===== config.mk =====
export PLATFORM = sky130hd
export DESIGN_NAME = agc_io_host_bridge
export DESIGN_NICKNAME = d
export VERILOG_FILES = /design/src/rtl/agc_io_bridge_pkg.sv /design/src/rtl/io_fifo.sv /design/src/rtl/agc_io_host_bridge.sv
export SDC_FILE = /design/constraint.sdc
export NUM_CORES = 1
export LEC_CHECK = 0
export BUFFER_PORTS_ARGS = -buffer_cell sky130_fd_sc_hd__buf_2
export CAP_MARGIN = 15
export CORE_MARGIN = 2
export CORE_UTILIZATION = 55
export CTS_CLUSTER_SIZE = 8
export DETAILED_ROUTE_END_ITERATION = 8
export PLACE_DENSITY = 0.73
export SLEW_MARGIN = 20
export SYNTH_ARGS = -nofsm -noshare
export SYNTH_HDL_FRONTEND = slang
export SYNTH_SLANG_ARGS = --single-unit

===== constraint.sdc =====
create_clock -name clock -period 7.3 [get_ports clock]
set_clock_uncertainty 0.1 [all_clocks]
set_input_delay 1.46 -clock clock [delete_from_list [all_inputs] [get_ports clock]]
set_output_delay 1.46 -clock clock [all_outputs]
set_load 0.1 [all_outputs]

===== src/rtl/agc_io_bridge_pkg.sv =====
// +--------------------------------------------------------------------+
// | agc_io_bridge_pkg : shared types, constants and frame byte builder |
// | Rev 1.0                                                            |
// +--------------------------------------------------------------------+
`default_nettype none

package agc_io_bridge_pkg;

   typedef enum logic [1:0] {
      ENC_IDLE = 2'd0,
      ENC_B0   = 2'd1,
      ENC_B1   = 2'd2,
      ENC_B2   = 2'd3
   } enc_state_t;

   typedef enum logic [1:0] {
      DEC_WAIT_HDR = 2'd0,
      DEC_GOT_HDR  = 2'd1,
      DEC_GOT_HI   = 2'd2
   } dec_state_t;

   localparam logic [2:0] CHAN_STATUS = 3'd7;
   localparam int         OVF_BIT     = 14;
   localparam int         FERR_BIT    = 13;
   localparam logic       HDR_MARK    = 1'b1;
   localparam int         ENTRY_W     = 18;

   // Only the header byte carries the MSB mark, so payload bytes are 7 bits wide.
   function automatic logic [7:0] frame_byte(input logic [1:0]  idx,
                                             input logic [2:0]  sel,
                                             input logic [14:0] data);
      logic [7:0] b;
      case (idx)
         2'd0:    b = {HDR_MARK, 3'b000, data[14], sel};
         2'd1:    b = {~HDR_MARK, data[13:7]};
         default: b = {~HDR_MARK, data[6:0]};
      endcase
      return b;
   endfunction

endpackage

`default_nettype wire


===== src/rtl/io_fifo.sv =====
// +--------------------------------------------------------------------+
// | io_fifo : synchronous FIFO with push/pop/full/empty/count          |
// | Rev 1.0                                                            |
// +--------------------------------------------------------------------+
`default_nettype none

module io_fifo #(
   parameter int DEPTH = 8,
   parameter int WIDTH = 18,
   localparam int AW   = $clog2(DEPTH),
   localparam int CW   = AW + 1
) (
   input  logic             clock,
   input  logic             reset_n,
   input  logic             push,
   input  logic             pop,
   input  logic [WIDTH-1:0] wdata,
   output logic [WIDTH-1:0] rdata,
   output logic             full,
   output logic             empty,
   output logic [CW-1:0]    count
);

   logic [WIDTH-1:0] mem_q [DEPTH];
   logic [AW-1:0]    wr_ptr_q, wr_ptr_d;
   logic [AW-1:0]    rd_ptr_q, rd_ptr_d;
   logic [CW-1:0]    count_q, count_d;
   logic             do_push, do_pop;

   assign full  = (count_q == CW'(DEPTH));
   assign empty = (count_q == '0);
   assign count = count_q;
   assign rdata = mem_q[rd_ptr_q];

   // A simultaneous pop frees the slot, so a full FIFO may still accept.
   assign do_pop  = pop && !empty;
   assign do_push = push && (!full || do_pop);

   always_comb begin
      wr_ptr_d = wr_ptr_q;
      rd_ptr_d = rd_ptr_q;
      count_d  = count_q;
      if (do_push) wr_ptr_d = wr_ptr_q + 1'b1;
      if (do_pop)  rd_ptr_d = rd_ptr_q + 1'b1;
      if (do_push && !do_pop)      count_d = count_q + 1'b1;
      else if (do_pop && !do_push) count_d = count_q - 1'b1;
   end

   always_ff @(posedge clock or negedge reset_n) begin
      if (!reset_n) begin
         wr_ptr_q <= '0;
         rd_ptr_q <= '0;
         count_q  <= '0;
      end else begin
         wr_ptr_q <= wr_ptr_d;
         rd_ptr_q <= rd_ptr_d;
         count_q  <= count_d;
      end
   end

   always_ff @(posedge clock) begin
      if (do_push) mem_q[wr_ptr_q] <= wdata;
   end

endmodule

`default_nettype wire


===== src/rtl/agc_io_host_bridge.sv =====
// +--------------------------------------------------------------------+
// | agc_io_host_bridge : AGC IO channels <-> 3-byte-frame host link    |
// | Rev 1.0                                                            |
// +--------------------------------------------------------------------+
`default_nettype none

module agc_io_host_bridge
   import agc_io_bridge_pkg::*;
#(
   parameter int FIFO_DEPTH = 8
) (
   input  logic        clock,
   input  logic        reset_n,
   input  logic        IO_write_en,
   input  logic [2:0]  IO_write_sel,
   input  logic [14:0] IO_write_data,
   input  logic [2:0]  IO_read_sel,
   output logic [14:0] IO_read_data,
   output logic [7:0]  tx_byte,
   output logic        tx_valid,
   input  logic        tx_ready,
   input  logic [7:0]  rx_byte,
   input  logic        rx_valid,
   output logic        rx_ready,
   output logic        io_overflow
);

   localparam int CW = $clog2(FIFO_DEPTH) + 1;

   logic               wr_queue, wr_status;
   logic               fifo_pop, fifo_full, fifo_empty;
   logic [ENTRY_W-1:0] fifo_rdata;
   logic [CW-1:0]      fifo_count;
   logic [4:0]         cnt5;

   enc_state_t         enc_state_q, enc_state_d;
   logic [ENTRY_W-1:0] hold_q, hold_d;
   logic               tx_accept;

   dec_state_t         dec_state_q, dec_state_d;
   logic [2:0]         dsel_q, dsel_d;
   logic               d14_q, d14_d;
   logic [6:0]         hi7_q, hi7_d;
   logic [6:0][14:0]   in_chan_q, in_chan_d;
   logic               rx_ready_q, rx_accept, ferr_set;

   logic               ovf_q, ovf_d, ferr_q, ferr_d;

   assign wr_queue  = IO_write_en && (IO_write_sel != CHAN_STATUS);
   assign wr_status = IO_write_en && (IO_write_sel == CHAN_STATUS);

   io_fifo #(.DEPTH(FIFO_DEPTH), .WIDTH(ENTRY_W)) u_fifo (
      .clock   (clock),
      .reset_n (reset_n),
      .push    (wr_queue),
      .pop     (fifo_pop),
      .wdata   ({IO_write_sel, IO_write_data}),
      .rdata   (fifo_rdata),
      .full    (fifo_full),
      .empty   (fifo_empty),
      .count   (fifo_count)
   );

   always_comb begin
      enc_state_d = enc_state_q;
      hold_d      = hold_q;
      fifo_pop    = 1'b0;
      tx_byte     = 8'h00;
      tx_valid    = (enc_state_q != ENC_IDLE);
      tx_accept   = tx_valid && tx_ready;
      case (enc_state_q)
         ENC_IDLE: if (!fifo_empty) begin
            fifo_pop    = 1'b1;
            hold_d      = fifo_rdata;
            enc_state_d = ENC_B0;
         end
         ENC_B0: begin
            tx_byte = frame_byte(2'd0, hold_q[17:15], hold_q[14:0]);
            if (tx_accept) enc_state_d = ENC_B1;
         end
         ENC_B1: begin
            tx_byte = frame_byte(2'd1, hold_q[17:15], hold_q[14:0]);
            if (tx_accept) enc_state_d = ENC_B2;
         end
         default: begin
            tx_byte = frame_byte(2'd2, hold_q[17:15], hold_q[14:0]);
            if (tx_accept) begin
               if (!fifo_empty) begin
                  fifo_pop    = 1'b1;
                  hold_d      = fifo_rdata;
                  enc_state_d = ENC_B0;
               end else begin
                  enc_state_d = ENC_IDLE;
               end
            end
         end
      endcase
   end

   // Any header byte restarts the frame; one arriving mid-frame is a resync.
   always_comb begin
      dec_state_d = dec_state_q;
      dsel_d      = dsel_q;
      d14_d       = d14_q;
      hi7_d       = hi7_q;
      in_chan_d   = in_chan_q;
      ferr_set    = 1'b0;
      rx_accept   = rx_valid && rx_ready_q;
      if (rx_accept) begin
         if (rx_byte[7] == HDR_MARK) begin
            dsel_d      = rx_byte[2:0];
            d14_d       = rx_byte[3];
            ferr_set    = (dec_state_q != DEC_WAIT_HDR);
            dec_state_d = DEC_GOT_HDR;
         end else begin
            case (dec_state_q)
               DEC_GOT_HDR: begin
                  hi7_d       = rx_byte[6:0];
                  dec_state_d = DEC_GOT_HI;
               end
               DEC_GOT_HI: begin
                  for (int i = 0; i < 7; i++)
                     if (dsel_q == 3'(i)) in_chan_d[i] = {d14_q, hi7_q, rx_byte[6:0]};
                  dec_state_d = DEC_WAIT_HDR;
               end
               default: begin
                  ferr_set    = 1'b1;
                  dec_state_d = DEC_WAIT_HDR;
               end
            endcase
         end
      end
   end

   always_comb begin
      ovf_d  = (wr_queue && fifo_full && !fifo_pop)
             | (ovf_q && !(wr_status && IO_write_data[0]));
      ferr_d = ferr_set | (ferr_q && !(wr_status && IO_write_data[1]));
   end

   always_comb begin
      cnt5           = '0;
      cnt5[CW-1:0]   = fifo_count;
      IO_read_data   = '0;
      for (int i = 0; i < 7; i++)
         if (IO_read_sel == 3'(i)) IO_read_data = in_chan_q[i];
      if (IO_read_sel == CHAN_STATUS) begin
         IO_read_data           = {10'b0, cnt5};
         IO_read_data[OVF_BIT]  = ovf_q;
         IO_read_data[FERR_BIT] = ferr_q;
      end
   end

   assign rx_ready    = rx_ready_q;
   assign io_overflow = ovf_q;

   always_ff @(posedge clock or negedge reset_n) begin
      if (!reset_n) begin
         enc_state_q <= ENC_IDLE;
         hold_q      <= '0;
         dec_state_q <= DEC_WAIT_HDR;
         dsel_q      <= '0;
         d14_q       <= 1'b0;
         hi7_q       <= '0;
         in_chan_q   <= '0;
         rx_ready_q  <= 1'b0;
         ovf_q       <= 1'b0;
         ferr_q      <= 1'b0;
      end else begin
         enc_state_q <= enc_state_d;
         hold_q      <= hold_d;
         dec_state_q <= dec_state_d;
         dsel_q      <= dsel_d;
         d14_q       <= d14_d;
         hi7_q       <= hi7_d;
         in_chan_q   <= in_chan_d;
         rx_ready_q  <= 1'b1;
         ovf_q       <= ovf_d;
         ferr_q      <= ferr_d;
      end
   end

endmodule

`default_nettype wire

# ---- Word level (Yosys, flattened, before mapping)
# Memories as Yosys holds them, arrays and structs flattened.
# Cells that the tools add are included.
dict set report word_totals {
  elab_cells 124
  reg_bits 151
  in_bits 34
  memories 1
  latchBits 0
  romBits 0
  ramBits 144
}
# name depth word_bits read_ports rd_ports_with_merged_regs wr line_no
set mem_list {}
lappend mem_list {u_fifo.mem_q 8 18 1 0 1 io_fifo.sv:24} ;# logic [WIDTH-1:0] mem_q [DEPTH];
dict set report classes {
  n_div 0
  multipliers 0
  mux 30
  shift 0
  add_sub_neg 4
  bitwise 4
  n_reduce_logical 43
  n_lt_le_gt_ge 0
  eq_ne 23
}
# operator count
set op_table {}
lappend op_table {{$mux 15} 8}
lappend op_table {{$mux 18} 2}
lappend op_table {{$pmux 18 s2} 1}
lappend op_table {{$reduce_and 4->1} 8}
lappend op_table {{$eq 3x3->1 const B} 8}
lappend op_table {{$pmux 8 s3} 1}
lappend op_table {{$logic_and 1x1->1} 14}
lappend op_table {{$eq 3x2->1 const B} 4}
lappend op_table {{$mux 2} 6}
lappend op_table {{$mux 1} 8}
lappend op_table {{$mux 4} 2}
lappend op_table {{$reduce_bool 2->1} 4}
lappend op_table {{$logic_not 1->1} 7}
lappend op_table {{$add 3x1->3 const B} 2}
lappend op_table {{$eq 3x1->1 const B} 2}
lappend op_table {{$logic_not 3->1} 2}
lappend op_table {{$ne 2x2->1 const B} 3}
lappend op_table {{$pmux 2 s3} 1}
lappend op_table {{$add 4x1->4 const B} 1}
lappend op_table {{$eq 2x1->1 const B} 2}
lappend op_table {{$eq 2x2->1 const B} 2}
lappend op_table {{$eq 4x4->1 const B} 1}
lappend op_table {{$logic_not 4->1} 1}
lappend op_table {{$reduce_and 2->1} 2}
lappend op_table {{9 further kinds} 12}

# ---- Logic depth before layout (Yosys ltp)
dict set report depth {
  word_depth 11
  mapped_depth 13
  mapped_depth_nobuf 13
}

# ---- Cells and area by module
# Synthesis repeated with hierarchy kept, for this count alone.
dict set report hier_totals {
  cells_unflattened 758
  hier_area_um2 12738.5
}
# mod area_per_inst_um2 cells_per_inst instances
set by_module_without_submodules {}
lappend by_module_without_submodules {agc_io_host_bridge 6672.6 487 1}
lappend by_module_without_submodules {io_fifo 6065.8 271 1}

# ---- Worst setup path after synthesis
# OpenSTA, ideal clock, no wires.
dict set report synth_timing {
  path_kind {in2out}
  startpoint {in IO_read_sel[0]}
  endpoint {out IO_read_data[3]}
  setup_slack_ns 1.321
  arrival_ns 4.419
  cell_stages 5
  path_buffers 3
  required_time_ns 5.740
  cell_sequence {buf_2 -> buf_2 -> clkbuf_1 -> a31oi_1 -> o21ai_0}
}
dict set report synth_via {
  elab_chain_len 9
  elab_cells_between_ends 16
}
# element line_no
set synth_lines {}
lappend synth_lines {{from (decl)} agc_io_host_bridge.sv:17} ;# input logic [2:0] IO_read_sel,
lappend synth_lines {{$logic_not 3->1} agc_io_host_bridge.sv:146} ;# if (IO_read_sel == 3'(i)) IO_read_data = in_chan_q[i];
lappend synth_lines {{$mux 15 (7 in a row)} agc_io_host_bridge.sv:146}
lappend synth_lines {{$mux 15 (*)} agc_io_host_bridge.sv:147} ;# if (IO_read_sel == CHAN_STATUS) begin
lappend synth_lines {{to (decl)} agc_io_host_bridge.sv:18} ;# output logic [14:0] IO_read_data,
# Every way passes the cells marked *; elsewhere a longest branch is shown, timed or not.

# ---- Worst setup path after layout
dict set report layout_timing {
  startpoint {in IO_read_sel[2]}
  endpoint {out IO_read_data[8]}
}
# Same word-level chain as after synthesis.

==> results.py <==
metrics = {
    "run_status": {
        "run_status": "finished, final reports clean",
    },
    "worst_setup_path": {
        "reg2reg_slack_ps": 3680,
        "wp_data_required_ps": 5740,
        "crit_path_cell_trace": "buf_2 -> buf_4 -> nand2_1 -> nor2_1 -> a221o_1 -> buf_2",
        "critical_path.n_buffers_inverters": 3,
        "cp_arrival_ps": 3710,
        "peak_per_stage_delay_on_the_critical_path_ps": 740,
        "worst-setup-path-type": "input pin to output pin",
        "critical_path.endpoint_type": "output pin",
        "worst-path-max-fanout": 36,
        "cpLargestDelayFamily": "simple AND/OR/NAND/NOR gates",
        "critical-path-top-cell-by-count": "buf_2",
        "critical_path_cell_count": 6,
        "worstRegToRegCells": 11,
        "critPathSlowestCell": "nor2_1",
        "crit_path_start_kind": "input pin",
    },
    "synth": {
        "synthesis.instances": 748,
        "synth.distinct_cells": 44,
        "post_syn_area_um2": 12500,
        "synthesized_area_per_cell_um2": 16.7,
        "asyncSetResetFlopFracSynth": 0.512,
        "syn-num-nets": 795,
        "synth.top_cells.by_count": "dfrtp_1, edfxtp_1, mux2_2",
        "synth_top_cells_by_area": "edfxtp_1, dfrtp_1, mux2_2, mux4_2, mux2i_1",
        "synth_largest_type_area_fraction": 0.346,
        "ys_seq_area_frac": 0.648,
        "synth_warnings": 0,
        "synth-main-ff-cell": "dfrtp_1",
        "synth_most_common_cell": "dfrtp_1",
        "synth.ff_latch_count": 295,
        "synth-edff-count": 144,
        "most_area_hungry_cell_type_in_the_yosys_netlist": "edfxtp_1",
    },
    "floorplan": {
        "initial_utilization": 0.556,
        "core_area_um2": 22500,
        "rows": 55,
        "die_width_um": 155,
        "design.die.area_um2": 24000,
        "die_y_extent_um": 155,
        "num_io_pins": 60,
    },
    "drt": {
        "detail_route.wirelength_um": 26300,
        "first_pass_detailed_route_iteration_total": 5,
        "drt_iter0_markers": 490,
        "num_vias": 6957,
        "ant_nets": 0,
        "post-route-drc-count": 0,
        "via_per_inst": 6.14,
        "wl_per_cell_um": 23.2,
    },
    "final_layout": {
        "area_growth_from_synthesis_to_layout_pct": 14.7,
        "antenna_cells": 0,
        "fin_area_um2": 14300,
        "final_layout_size_suffix_gt1_frac": 0.362,
        "design.final.nets": 874,
        "final_layout_fill_cell_count": 1576,
    },
    "timing": {
        "hold_viol": 0,
        "fin_tns_setup_ps": 0,
        "final_max_slew_violation_count": 0,
        "fmax_mhz": 190,
        "relSlewSlack": 0.283,
        "timing.final.crit_period_ps": 5270,
        "grt_setup_unrepaired": "false",
        "setup_viol": 0,
        "final_min_period_over_clock_period": 0.721,
        "final_critical_path_setup_slack_ps": 2030,
        "max_slew.worst_pin.slew_ps": 1070,
    },
    "place": {
        "placedInstanceArea_um2": 13100,
        "port-buffer-count": 59,
        "detailedPlace.worstSlack_ps": 2000,
        "dpl.hpwl_um": 15300,
        "gp_congestion": 0.778,
    },
    "clock_network": {
        "tritoncts": "built",
        "insertion_delay_ps": 530,
        "clkTransAtPathRegs_ps": 50,
        "cts.sinks": 295,
        "h-tree-depth": 2,
        "clockBufferDepth": 3,
        "root_buffer": "clkbuf_16",
        "post_cts.repair.setup_buffers": 0,
        "cts_hold_buf": 0,
        "number_of_buffers_created_by_cts": 42,
        "post_cts_sizing_count": 0,
    },
    "global_routing": {
        "global_route_wire_length_before_repair_um": 41500,
        "grt_pass1_vias": 7317,
        "grt.overflow.total": 0,
        "grt_antenna_before_repair": 2,
        "grt_util_all_layers": 0.228,
        "grt_start_max_net_pins": 82,
    },
    "pwr": {
        "vdd.ir_drop.worst_mv": 0.486,
        "power_density_nw_per_um2": 384,
        "power.static_leakage_nw": 5.89,
    },
    "min_path": {
        "holdPathStages": 1,
        "hp-class": "register to register",
    },
    "job": {
        "drv.max_cap_violation_count": 0,
    },
}
## registers in the layout, indices dropped and copies added, names as in the netlist
signal / cells
d14_q: 1
dec_state_q: 2
dsel_q: 3
enc_state_q: 2
ferr_q: 1
hi7_q: 7
hold_q: 18
in_chan_q: 105
io_overflow: 1
rx_ready: 1
u_fifo.count: 4
u_fifo.mem_q: 144
u_fifo.rd_ptr_q: 3
u_fifo.wr_ptr_q: 3
## routing by layer
layer / global-route usage / up-vias / part of all wire
met5: 0 / - / 0.00080
met4: 0.0750 / 4 / 0.024
met3: 0.0465 / 57 / 0.051
met2: 0.392 / 217 / 0.52
met1: 0.295 / 3626 / 0.41
li1: - / 3053 / -
## cells by family (layout without fill, tap and decap cells)
kind of cell    after synthesis  after routing  share of synthesized area
flops                       295            295                      0.648
mux                         207            207                      0.234
xor+xnor                      6              6                    0.00420
simple gates                 96             96                     0.0405
buf+inv                      50            150                     0.0178
compound gates               80             80                     0.0423
fa+ha+maj                    13             13                     0.0136
other cells                   1              1                   0.000300
## layout by cell type, fill, tap and decap left out, types with 5 or more instances in the layout
master     instances
mux2_1            10
buf_4             14
clkbuf_16         42
ha_1              12
nor3_1             5
a22oi_1           14
nor2b_1           12
a21oi_1           26
inv_1             11
nor2_1            29
clkbuf_1          20
mux2_2           120
edfxtp_1         144
o22a_1             5
o22ai_1            5
xnor2_1            5
buf_2             57
dfrtp_1          150
a221o_1            9
o21ai_0           13
nand2_1           23
mux4_2            55
mux2i_1           22
## cell type report
| cell class | instances | area (µm²) | area share |
|---|---|---|---|
| inverters | 11 | 41.3 | 0.00288 |
| multi-input cells | 403 | 4230 | 0.295 |
| clock inverters | 3 | 58.8 | 0.00410 |
| well taps | 285 | 357 | 0.0249 |
| flip-flops and latches | 295 | 8100 | 0.565 |
| clock buffers | 62 | 1130 | 0.0785 |
| repair buffers | 74 | 428 | 0.0298 |
## path summary, 6_finish.rpt
kind | startpoint | to
worst max-delay path | IO_read_sel[2] | IO_read_data[8]
worst min-delay path | in_chan_q[17] | in_chan_q[17]
worst max register to register | enc_state_q[0] | u_fifo.count[3]
worst min register to register | in_chan_q[17] | in_chan_q[17]
max in group asynchronous | reset_n | in_chan_q[65]
min in group asynchronous | reset_n | rx_ready
## through the flow
step                      cells  power (W)   util  hold slack [ps]
after global placement     1067    0.00374  0.584              365
after CTS                  1132    0.00557  0.636              386
after floorplan             748    0.00340      -              354
after global routing       1133    0.00577  0.637              406
after detailed placement   1067    0.00381  0.584              374
final                      1133    0.00551  0.637              382
## power breakdown
group | leakage (nW) | switching, W | total (W) | internal, W
Combinational | 2.03 | 0.000997 | 0.00156 | 0.000568
Clock | 0.567 | 0.000672 | 0.00173 | 0.00106
Sequential | 3.29 | 0.000198 | 0.00222 | 0.00202
(Power assumes the default switching activity.)
